<file path="config.mk">
export PLATFORM = sky130hd
export DESIGN_NAME = cpu_decode_stage
export DESIGN_NICKNAME = d
export VERILOG_FILES = /design/src/rtl/pkg_cpu_typedefs.sv /design/src/rtl/cpu_imm_gen.sv /design/src/rtl/cpu_decode_stage.sv
export SDC_FILE = /design/constraint.sdc
export NUM_CORES = 1
export LEC_CHECK = 0
export CORE_ASPECT_RATIO = 1.5
export CORE_MARGIN = 2
export CORE_UTILIZATION = 48
export CTS_CLUSTER_SIZE = 12
export DETAILED_ROUTE_END_ITERATION = 10
export GPL_ROUTABILITY_DRIVEN = 0
export GPL_TIMING_DRIVEN = 0
export PLACE_DENSITY_LB_ADDON = 0.05
export SLEW_MARGIN = 20
export SYNTH_ARGS = -nofsm -noshare
export SYNTH_HDL_FRONTEND = slang
export SYNTH_HIERARCHICAL = 1
export SYNTH_SLANG_ARGS = --single-unit
</file>
<file path="constraint.sdc">
create_clock -name clk -period 3.1 [get_ports clk]
set_input_delay 0.62 -clock clk [delete_from_list [all_inputs] [get_ports clk]]
set_output_delay 0.62 -clock clk [all_outputs]
set_load 0.02 [all_outputs]
</file>
<file path="src/rtl/pkg_cpu_typedefs.sv">
// rtl/pkg_cpu_typedefs.sv - opcode constants and immediate-format enum for the decode stage
package pkg_cpu_typedefs;

    localparam logic [6:0] OP_IMM    = 7'b0010011;
    localparam logic [6:0] OP_LOAD   = 7'b0000011;
    localparam logic [6:0] OP_JALR   = 7'b1100111;
    localparam logic [6:0] OP_SYSTEM = 7'b1110011;
    localparam logic [6:0] OP_STORE  = 7'b0100011;
    localparam logic [6:0] OP_BRANCH = 7'b1100011;
    localparam logic [6:0] OP_LUI    = 7'b0110111;
    localparam logic [6:0] OP_AUIPC  = 7'b0010111;
    localparam logic [6:0] OP_JAL    = 7'b1101111;
    localparam logic [6:0] OP_REG    = 7'b0110011;

    typedef enum logic [2:0] {
        IMM_I,
        IMM_S,
        IMM_B,
        IMM_U,
        IMM_J,
        IMM_NONE
    } imm_type_e;

endpackage

</file>
<file path="src/rtl/cpu_imm_gen.sv">
// rtl/cpu_imm_gen.sv - immediate extraction and illegal-opcode detection (combinational)
module cpu_imm_gen
    import pkg_cpu_typedefs::*;
#(
    parameter int DATA_WIDTH = 32
) (
    input  logic [DATA_WIDTH-1:0] instr,
    output logic [DATA_WIDTH-1:0] imm,
    output logic                  illegal
);

    imm_type_e   w_type;
    logic        w_known;
    logic [31:0] w_imm32;

    always_comb begin
        w_type  = IMM_NONE;
        w_known = 1'b1;
        case (instr[6:0])
            OP_IMM, OP_LOAD, OP_JALR, OP_SYSTEM: w_type = IMM_I;
            OP_STORE:                            w_type = IMM_S;
            OP_BRANCH:                           w_type = IMM_B;
            OP_LUI, OP_AUIPC:                    w_type = IMM_U;
            OP_JAL:                              w_type = IMM_J;
            OP_REG:                              w_type = IMM_NONE;
            default:                             w_known = 1'b0;
        endcase
    end

    assign illegal = !w_known || (instr[1:0] != 2'b11);

    always_comb begin
        w_imm32 = 32'd0;
        if (!illegal) begin
            case (w_type)
                IMM_I:   w_imm32 = {{20{instr[31]}}, instr[31:20]};
                IMM_S:   w_imm32 = {{20{instr[31]}}, instr[31:25], instr[11:7]};
                IMM_B:   w_imm32 = {{19{instr[31]}}, instr[31], instr[7], instr[30:25], instr[11:8], 1'b0};
                IMM_U:   w_imm32 = {instr[31:12], 12'd0};
                IMM_J:   w_imm32 = {{11{instr[31]}}, instr[31], instr[19:12], instr[20], instr[30:21], 1'b0};
                default: w_imm32 = 32'd0;
            endcase
        end
    end

    assign imm = DATA_WIDTH'($signed(w_imm32));

endmodule

</file>
<file path="src/rtl/cpu_decode_stage.sv">
// rtl/cpu_decode_stage.sv - decode pipeline stage with operand bypass and load-use stall
module cpu_decode_stage
    import pkg_cpu_typedefs::*;
#(
    parameter int ADDR_WIDTH = 5,
    parameter int DATA_WIDTH = 32
) (
    input  logic                  clk,
    input  logic                  rst_n,
    input  logic                  if_valid,
    input  logic [DATA_WIDTH-1:0] if_instr,
    input  logic [DATA_WIDTH-1:0] if_pc,
    output logic                  if_ready,
    output logic [ADDR_WIDTH-1:0] a1,
    output logic [ADDR_WIDTH-1:0] a2,
    input  logic [DATA_WIDTH-1:0] rd1,
    input  logic [DATA_WIDTH-1:0] rd2,
    input  logic                  wb_wen,
    input  logic [ADDR_WIDTH-1:0] wb_addr,
    input  logic [DATA_WIDTH-1:0] wb_data,
    input  logic                  flush,
    output logic                  ex_valid,
    input  logic                  ex_ready,
    output logic [DATA_WIDTH-1:0] ex_pc,
    output logic [DATA_WIDTH-1:0] ex_rs1_val,
    output logic [DATA_WIDTH-1:0] ex_rs2_val,
    output logic [DATA_WIDTH-1:0] ex_imm,
    output logic [ADDR_WIDTH-1:0] ex_rd,
    output logic [ADDR_WIDTH-1:0] ex_rs1,
    output logic [ADDR_WIDTH-1:0] ex_rs2,
    output logic [6:0]            ex_opcode,
    output logic [2:0]            ex_funct3,
    output logic [6:0]            ex_funct7,
    output logic                  ex_is_load,
    output logic                  ex_illegal,
    output logic [15:0]           stall_cnt
);

    logic [DATA_WIDTH-1:0] w_op1;
    logic [DATA_WIDTH-1:0] w_op2;
    logic [DATA_WIDTH-1:0] w_imm;
    logic                  w_illegal;
    logic                  w_hazard;
    logic                  w_accept;

    assign a1 = if_instr[15 +: ADDR_WIDTH];
    assign a2 = if_instr[20 +: ADDR_WIDTH];

    // x0 reads as zero even if the write port targets it
    assign w_op1 = (a1 == '0) ? '0 : ((wb_wen && wb_addr == a1) ? wb_data : rd1);
    assign w_op2 = (a2 == '0) ? '0 : ((wb_wen && wb_addr == a2) ? wb_data : rd2);

    assign w_hazard = ex_valid && ex_is_load && (ex_rd != '0) && ((ex_rd == a1) || (ex_rd == a2));
    assign if_ready = rst_n && (!ex_valid || ex_ready) && !w_hazard && !flush;
    assign w_accept = if_valid && if_ready;

    cpu_imm_gen #(
        .DATA_WIDTH (DATA_WIDTH)
    ) u_imm_gen (
        .instr   (if_instr),
        .imm     (w_imm),
        .illegal (w_illegal)
    );

    always_ff @(posedge clk or negedge rst_n) begin
        if (!rst_n) begin
            ex_valid   <= 1'b0;
            ex_pc      <= '0;
            ex_rs1_val <= '0;
            ex_rs2_val <= '0;
            ex_imm     <= '0;
            ex_rd      <= '0;
            ex_rs1     <= '0;
            ex_rs2     <= '0;
            ex_opcode  <= '0;
            ex_funct3  <= '0;
            ex_funct7  <= '0;
            ex_is_load <= 1'b0;
            ex_illegal <= 1'b0;
            stall_cnt  <= '0;
        end else begin
            if (flush) begin
                ex_valid <= 1'b0;
            end else if (w_accept) begin
                ex_valid   <= 1'b1;
                ex_pc      <= if_pc;
                ex_rs1_val <= w_op1;
                ex_rs2_val <= w_op2;
                ex_imm     <= w_imm;
                ex_rd      <= if_instr[7 +: ADDR_WIDTH];
                ex_rs1     <= a1;
                ex_rs2     <= a2;
                ex_opcode  <= if_instr[6:0];
                ex_funct3  <= if_instr[14:12];
                ex_funct7  <= if_instr[31:25];
                ex_is_load <= (if_instr[6:0] == OP_LOAD);
                ex_illegal <= w_illegal;
            end else if (ex_ready) begin
                ex_valid <= 1'b0;
            end
            if (!flush && w_hazard && ex_ready && stall_cnt != 16'hFFFF) begin
                stall_cnt <= stall_cnt + 16'd1;
            end
        end
    end

endmodule

</file>
==> flow_summary_export.csv, run 1 <==
group,metric,value,unit
place,hpwlAfterDp,21900,um
worst_setup_path,crit_fanout,5,
route,drtPass1Iterations,5,
yosys,ys_seq_area_frac,0.486,
yosys,synth_nets,961,
worst_setup_path,slowest_delay,0.57,ns
yosys,synth_area_per_cell,11.7,um^2
power,ir_worst_vdd,0.495,mV
floorplanning,ios,361,
worst_setup_path,slowest_stage,"or4_4",
timing,period_share,0.969,
timing,rsz0062_at_grt,"false",
worst_setup_path,worstSetupPathType,"reg2out",
timing,worst_pin_slew,0.730,ns
yosys,synth_edf_count,0,
finish,area_growth,50.1,%
clock_tree,clkTransAtPathRegs,0.07,ns
place,place_worst_setup_slack,-1.04,ns
route,wirelength,28900,um
hold_path,hold_path.class,"in2async",
clock_tree,clock-root-buffer,"clkbuf_16",
run,cap_violations,0,
timing,setup_viol,0,
worst_setup_path,arrival,2.38,ns
timing,finalMaxSlewViolations,0,
yosys,netlist.area_leader.share,0.486,
timing,skew,0.0128,ns
finish,regArea,0.00448,mm^2
power,cellLeakagePower,6.01,nW
finish,layout-drive-gt1-share,0.216,
floorplanning,die_area,0.0203,mm^2
global_route,antenna_found_initial,0,
global_route,grt_pass1_vias,8091,
route,wl_per_cell,20.0,um
status,status,"complete, no violations",
timing,hold_violations,0,
timing,hold_ws,0.0653,ns
place,port_buffers,360,
floorplanning,die_h,174,um
clock_tree,cts_tree,"built",
finish,final_cell_area,0.0138,mm^2
yosys,synthesis.instances,789,
global_route,grt-ovfl-total,0,
finish,multi_input_area,0.00433,mm^2
floorplanning,initial_core_util,0.485,
route,avgViaCountPerCell,5.45,
yosys,synth_area_leaders,"dfrtp_1 49%, mux2_2 11%, mux2_4 11%, nand3_1 4.1%, a21oi_1 3.9%",
yosys,synth_cell_types,52,
floorplanning,fp.dieW,117,um
timing,slew_headroom,0.514,
power,power_density,555,mW/mm^2
global_route,grt_max_degree,77,
worst_setup_path,start_kind,"flip-flop",
route,dr_total_vias,7844,
worst_setup_path,path_cells,"or4_4 > o211ai_2 > nor2_1 > nor4bb_1 > clkdlybuf4s15_2",
yosys,synth_area,0.00921,mm^2
timing,final.setup.worst_slack,0.0971,ns
clock_tree,cts-htree-levels,4,
yosys,synth_top_cell_by_area,"dfrtp_1",
yosys,yosys_warnings,6,
finish,fin_util,0.727,
clock_tree,clockBufferDepth,2,
route,drc_errors,0,
place,dp.cells,1407,
yosys,async_flop_share,1.00,
worst_setup_path,reg2regPathDepth,9,
clock_tree,numCtsBuffers,17,
timing,max_freq,333,MHz
worst_setup_path,end_kind,"output port",
finish,antenna_cells,0,
route,first_iter_violations,563,
finish,finalNonFillerCells,1440,
floorplanning,core_area,0.0190,mm^2
worst_setup_path,reg2reg_from,"ex_rd[0]",
floorplanning,row_count,62,
finish,nFillCells,1418,
worst_setup_path,required,2.48,ns
finish,fin_nets,1343,
yosys,ys_ff_latch,179,
clock_tree,clk_latency,0.44,ns
timing,finalCriticalPeriod,3.00,ns
route,ant_nets,0,
worst_setup_path,rrSetupSlack,0.74,ns
clock_tree,cts.sinks,179,
worst_setup_path,r2r-end,"ex_imm[29]",
place,dpl-instance-area,0.0132,mm^2
global_route,track_usage,0.283,
global_route,grt_pass1_wl,43900,um
yosys,yosys_most_used_dff,"dfrtp_1",
[cell usage after synthesis (all sizes together) (2+ instances only)]
| library cell | n |
|---|---|
| nand2 | 21 |
| o21ai | 67 |
| and2 | 9 |
| nor2 | 10 |
| clkbuf | 36 |
| o21bai | 3 |
| a22oi | 2 |
| nor3 | 10 |
| a22o | 4 |
| a211o | 6 |
| a2111oi | 2 |
| a21o | 9 |
| mux2 | 163 |
| buf | 33 |
| and3 | 6 |
| inv | 3 |
| a21oi | 73 |
| and4 | 3 |
| nand3 | 76 |
| nand2b | 3 |
| xnor2 | 11 |
| xor2 | 25 |
| nor3b | 3 |
| nor4 | 9 |
| dfrtp | 179 |
| nand4 | 4 |
| or4 | 4 |
[power breakdown]
group / internal, mW / switching [mW] / total, mW / leakage, nW
sequential: 2.71 / 0.222 / 2.93 / 2.23
combinational: 1.32 / 1.12 / 2.44 / 3.48
clock: 1.33 / 0.978 / 2.31 / 0.312
total: 5.35 / 2.32 / 7.67 / 6.01
[flip-flops by register name, summed over array words and instances (netlist names)]
name / cells
ex_funct3: 3
ex_funct7: 7
ex_illegal: 1
ex_imm: 32
ex_is_load: 1
ex_opcode: 7
ex_pc: 32
ex_rd: 5
ex_rs1: 5
ex_rs1_val: 32
ex_rs2: 5
ex_rs2_val: 32
ex_valid: 1
stall_cnt: 16
[how the worst max path moves through the flow]
stage | to | cells after the start | slack (ns) | from
after floorplan | if_ready | 6 | 0.26 | if_instr[18]
after global placement | ex_pc[24] | 1 | -6.30 | rst_n
after detailed placement | if_ready | 8 | -1.04 | if_instr[20]
after CTS | if_ready | 8 | 0.003 | if_instr[16]
after global routing | if_ready | 5 | 0.02 | ex_rd[1]
final | if_ready | 5 | 0.1 | ex_rd[1]
[metrics by stage]
stage                     total power, mW   TNS, ns
after floorplan                      4.11         0
after global placement               5.36  -2062.18
after detailed placement             5.41    -11.04
after CTS                            7.74         0
after global routing                 7.97         0
final                                7.67         0
[layout by cell type, fill, tap and decap left out, types with 11 or more instances in the layout]
master	synthesis	routed
buf_4	10	11
o21ai_0	65	65
clkdlybuf4s50_1	0	348
a21oi_1	72	72
dfrtp_1	179	178
nand2_1	21	21
xnor2_1	11	11
clkbuf_16	0	17
nand3_1	76	76
mux2_4	69	69
mux2_2	94	94
clkbuf_1	36	35
xor2_1	25	25
buf_2	13	13
[critical path: cells and delay by family (launching register included)]
family                 cells  cell delay, ns
AND/OR/NAND/NOR            3            0.95
flip-flops                 1            0.44
buffers and inverters      1            0.31
AO/OA/AOI/OAI              1            0.24
[timing repair]
action	in CTS	in global routing
buffers inserted	1	0
setup endpoints to repair	1	1
pin swaps	1	0
hold buffers	0	0
resized for setup	29	8
gates cloned	0	0
[final cells by class]
| type | count | share of cell area |
|---|---|---|
| Clock inverter | 13 | 0.0128 |
| Tap cell | 256 | 0.0232 |
| Clock buffer | 19 | 0.0328 |
| Buffer | 69 | 0.0286 |
| Multi-Input combinational cell | 538 | 0.313 |
| Sequential cell | 179 | 0.324 |
| Inverter | 3 | 0.000814 |
| Timing Repair Buffer | 363 | 0.265 |
[metal layers]
layer  up-vias  global-route usage  part of all wire
met5         -                   0                 0
met1      3837               0.310              0.36
met2       333               0.490              0.51
li1       3601                   -                 -
met4         0               0.133             0.041
met3        73              0.0867             0.085
[cells by family (layout without fill, tap and decap cells)]
kind of cell             count (synthesis)  count (layout)  share of synthesized area
adder cells (fa/ha/maj)                  1               1                    0.00136
multiplexers                           163             163                      0.227
AO/OA/AOI/OAI                          172             172                      0.109
XOR/XNOR                                36              36                     0.0342
flip-flops                             179             179                      0.486
AND/OR/NAND/NOR                        166             166                     0.0983
buffers and inverters                   72             467                     0.0437
Note: power is estimated with default switching activity, not from simulation.
==> run 2: changes to the inputs <==
--- a/config.mk
+++ b/config.mk
@@ -5,13 +5,11 @@
 export SDC_FILE = /design/constraint.sdc
 export NUM_CORES = 1
 export LEC_CHECK = 0
-export CORE_ASPECT_RATIO = 1.5
 export CORE_MARGIN = 2
 export CORE_UTILIZATION = 48
 export CTS_CLUSTER_SIZE = 12
 export DETAILED_ROUTE_END_ITERATION = 10
 export GPL_ROUTABILITY_DRIVEN = 0
-export GPL_TIMING_DRIVEN = 0
 export PLACE_DENSITY_LB_ADDON = 0.05
 export SLEW_MARGIN = 20
 export SYNTH_ARGS = -nofsm -noshare
==> run 2 against run 1 <==
Compared with the run above:
- global-route usage grew 0.67 points
- worst setup slack better by 0.069 ns
- first-iteration DRC count fell by 29%
- total power shrank 0.29%
- clock power shrank 3%
- die area decreased by 0.11%
- critical path type is now in2out
- cell count down 3.8%
- critical endpoint unchanged
- non-clock buffer count down 33
- clock-buffer cell count is the same
- largest cell class unchanged
==> flow_summary_export.csv, run 2 (synthesis results as in run 1) <==
group,metric,value,unit
place,port_buffers,360,
run,cap_violations,0,
worst_setup_path,reg2reg_from,"stall_cnt[0]",
clock_tree,cts_hold_buf,0,
route,wl_met1,11900,um
floorplanning,initial_core_util,0.491,
worst_setup_path,critPathMostFrequentCell,"nor2_1",
worst_setup_path,worstSetupPathType,"in2out",
status,status,"complete, no violations",
timing,hold_ws,0.340,ns
floorplanning,core_area,0.0188,mm^2
global_route,track_usage,0.290,
worst_setup_path,path_cells,"clkdlybuf4s50_1 > xor2_1 > nor2_1 > a22oi_2 > nor2_1 > nor4bb_1 > dlygate4sd2_1",
timing,finalMaxSlewViolations,0,
route,routed.top_layer,"met5",
worst_setup_path,rrSetupSlack,0.68,ns
finish,layout.cells.most_common_list,"358 x clkdlybuf4s50_1, 179 x dfrtp_1, 94 x mux2_2, 76 x nand3_1, 72 x a21oi_1",
worst_setup_path,required,2.48,ns
floorplanning,die_h,143,um
finish,antenna_cells,0,
floorplanning,ios,361,
finish,layout-drive-gt1-share,0.215,
floorplanning,die_area,0.0203,mm^2
worst_setup_path,end_kind,"output port",
route,dr_wl_met3,2410,um
timing,setup_viol,0,
worst_setup_path,arrival,2.31,ns
global_route,grt-ovfl-total,0,
timing,slew_headroom,0.312,
place,hpwlAfterDp,21100,um
route,wl_met2,14400,um
floorplanning,fp.dieW,143,um
worst_setup_path,path_delay_family,"buffers and inverters",
finish,area_growth,49.3,%
clock_tree,cts_resized,1,
worst_setup_path,slowest_stage,"clkdlybuf4s50_1",
worst_setup_path,crit_fanout,2,
clock_tree,numCtsBuffers,17,
clock_tree,cts_tree,"built",
worst_setup_path,slowest_delay,0.57,ns
finish,fin_util,0.733,
timing,rsz0062_at_grt,"false",
timing,skew,0.0107,ns
timing,worst_pin_slew,1.03,ns
timing,period_share,0.947,
route,wirelength,29600,um
route,drtPass1Iterations,5,
route,first_iter_violations,398,
worst_setup_path,reg2regPathDepth,6,
clock_tree,cts.sinks,179,
hold_path,hold_path.class,"in2async",
worst_setup_path,path_buf_inv,2,
power,power_density,556,mW/mm^2
route,dr_total_vias,7872,
route,ant_nets,0,
timing,finalCriticalPeriod,2.93,ns
worst_setup_path,r2r-end,"stall_cnt[1]",
global_route,grt_max_degree,180,
route,avgViaCountPerCell,5.68,
clock_tree,postCtsSetupBuffers,0,
clock_tree,clockBufferDepth,2,
clock_tree,cts-htree-levels,4,
worst_setup_path,start_kind,"input pin",
global_route,antenna_found_initial,1,
global_route,grt_pass1_vias,8035,
floorplanning,row_count,50,
route,wl_per_cell,21.4,um
global_route,grt_pass1_wl,45300,um
finish,fin_nets,1310,
timing,max_freq,341,MHz
timing,hold_violations,0,
route,drc_errors,0,
clock_tree,clk_latency,0.43,ns
clock_tree,clock-root-buffer,"clkbuf_16",
finish,mostFrequentLayoutCell,"clkdlybuf4s50_1",
clock_tree,clkTransAtPathRegs,0.07,ns
power,ir_worst_vdd,0.397,mV
power,cellLeakagePower,6.00,nW
==> run 2: cell count changes in the layout (fill, tap and decap cells not counted), moves of 3 or more <==
cell             before  now
inv_6                 2    5
buf_12                0   10
clkbuf_1             35    2
buf_2                13    0
clkdlybuf4s50_1     348  358
buf_4                11   29
buf_6                 9    1
clkbuf_2              4    0
clkdlybuf4s15_2       7    0
==> run 2: per-layer routing <==
| layer | GRT usage | up-vias |
|---|---|---|
| li1 | - | 3552 |
| met1 | 0.364 | 3918 |
| met2 | 0.476 | 343 |
| met3 | 0.0814 | 57 |
| met4 | 0.114 | 2 |
| met5 | 0 | - |
==> run 2: how the worst max path moves through the flow <==
| stage | start | to | slack [ns] | cells after the start |
|---|---|---|---|---|
| 2_1_floorplan | if_instr[18] | if_ready | 0.26 | 6 |
| 3_3_place_gp | if_instr[18] | if_ready | -0.15 | 7 |
| 3_5_place_dp | if_instr[18] | if_ready | -0.14 | 7 |
| 4_1_cts | if_instr[18] | if_ready | 0.15 | 7 |
| 5_1_grt | if_instr[18] | if_ready | 0.03 | 7 |
| 6_report | if_instr[18] | if_ready | 0.17 | 7 |
==> run 2: final cells by class <==
type                    instances  area [um^2]
clock buffers                  19          433
clock inverters                13          171
fillers                      1380         5010
inverters                       3         11.3
multi-input cells             538         4350
flip-flops and latches        179         4480
well taps                     234          293
repair buffers                399         4020
==> run 2: report_power, final <==
group	total (mW)	internal [mW]	switching, mW	leakage [nW]
sequential	2.94	2.71	0.229	2.23
clock	2.25	1.28	0.967	0.289
combinational	2.46	1.32	1.14	3.48
==> run 2: per-stage QoR <==
step	setup TNS (ns)	worst slack (ns)	power (mW)	cells	cell area, um^2
after detailed placement	-0.136	-0.136	5.44	1353	13200
final	0	0.166	7.65	1385	13800
after floorplan	0	0.261	4.11	789	9210
after global placement	-0.152	-0.152	5.40	1353	13200
after CTS	0	0.153	7.71	1385	13800
after global routing	0	0.0279	7.96	1385	13800
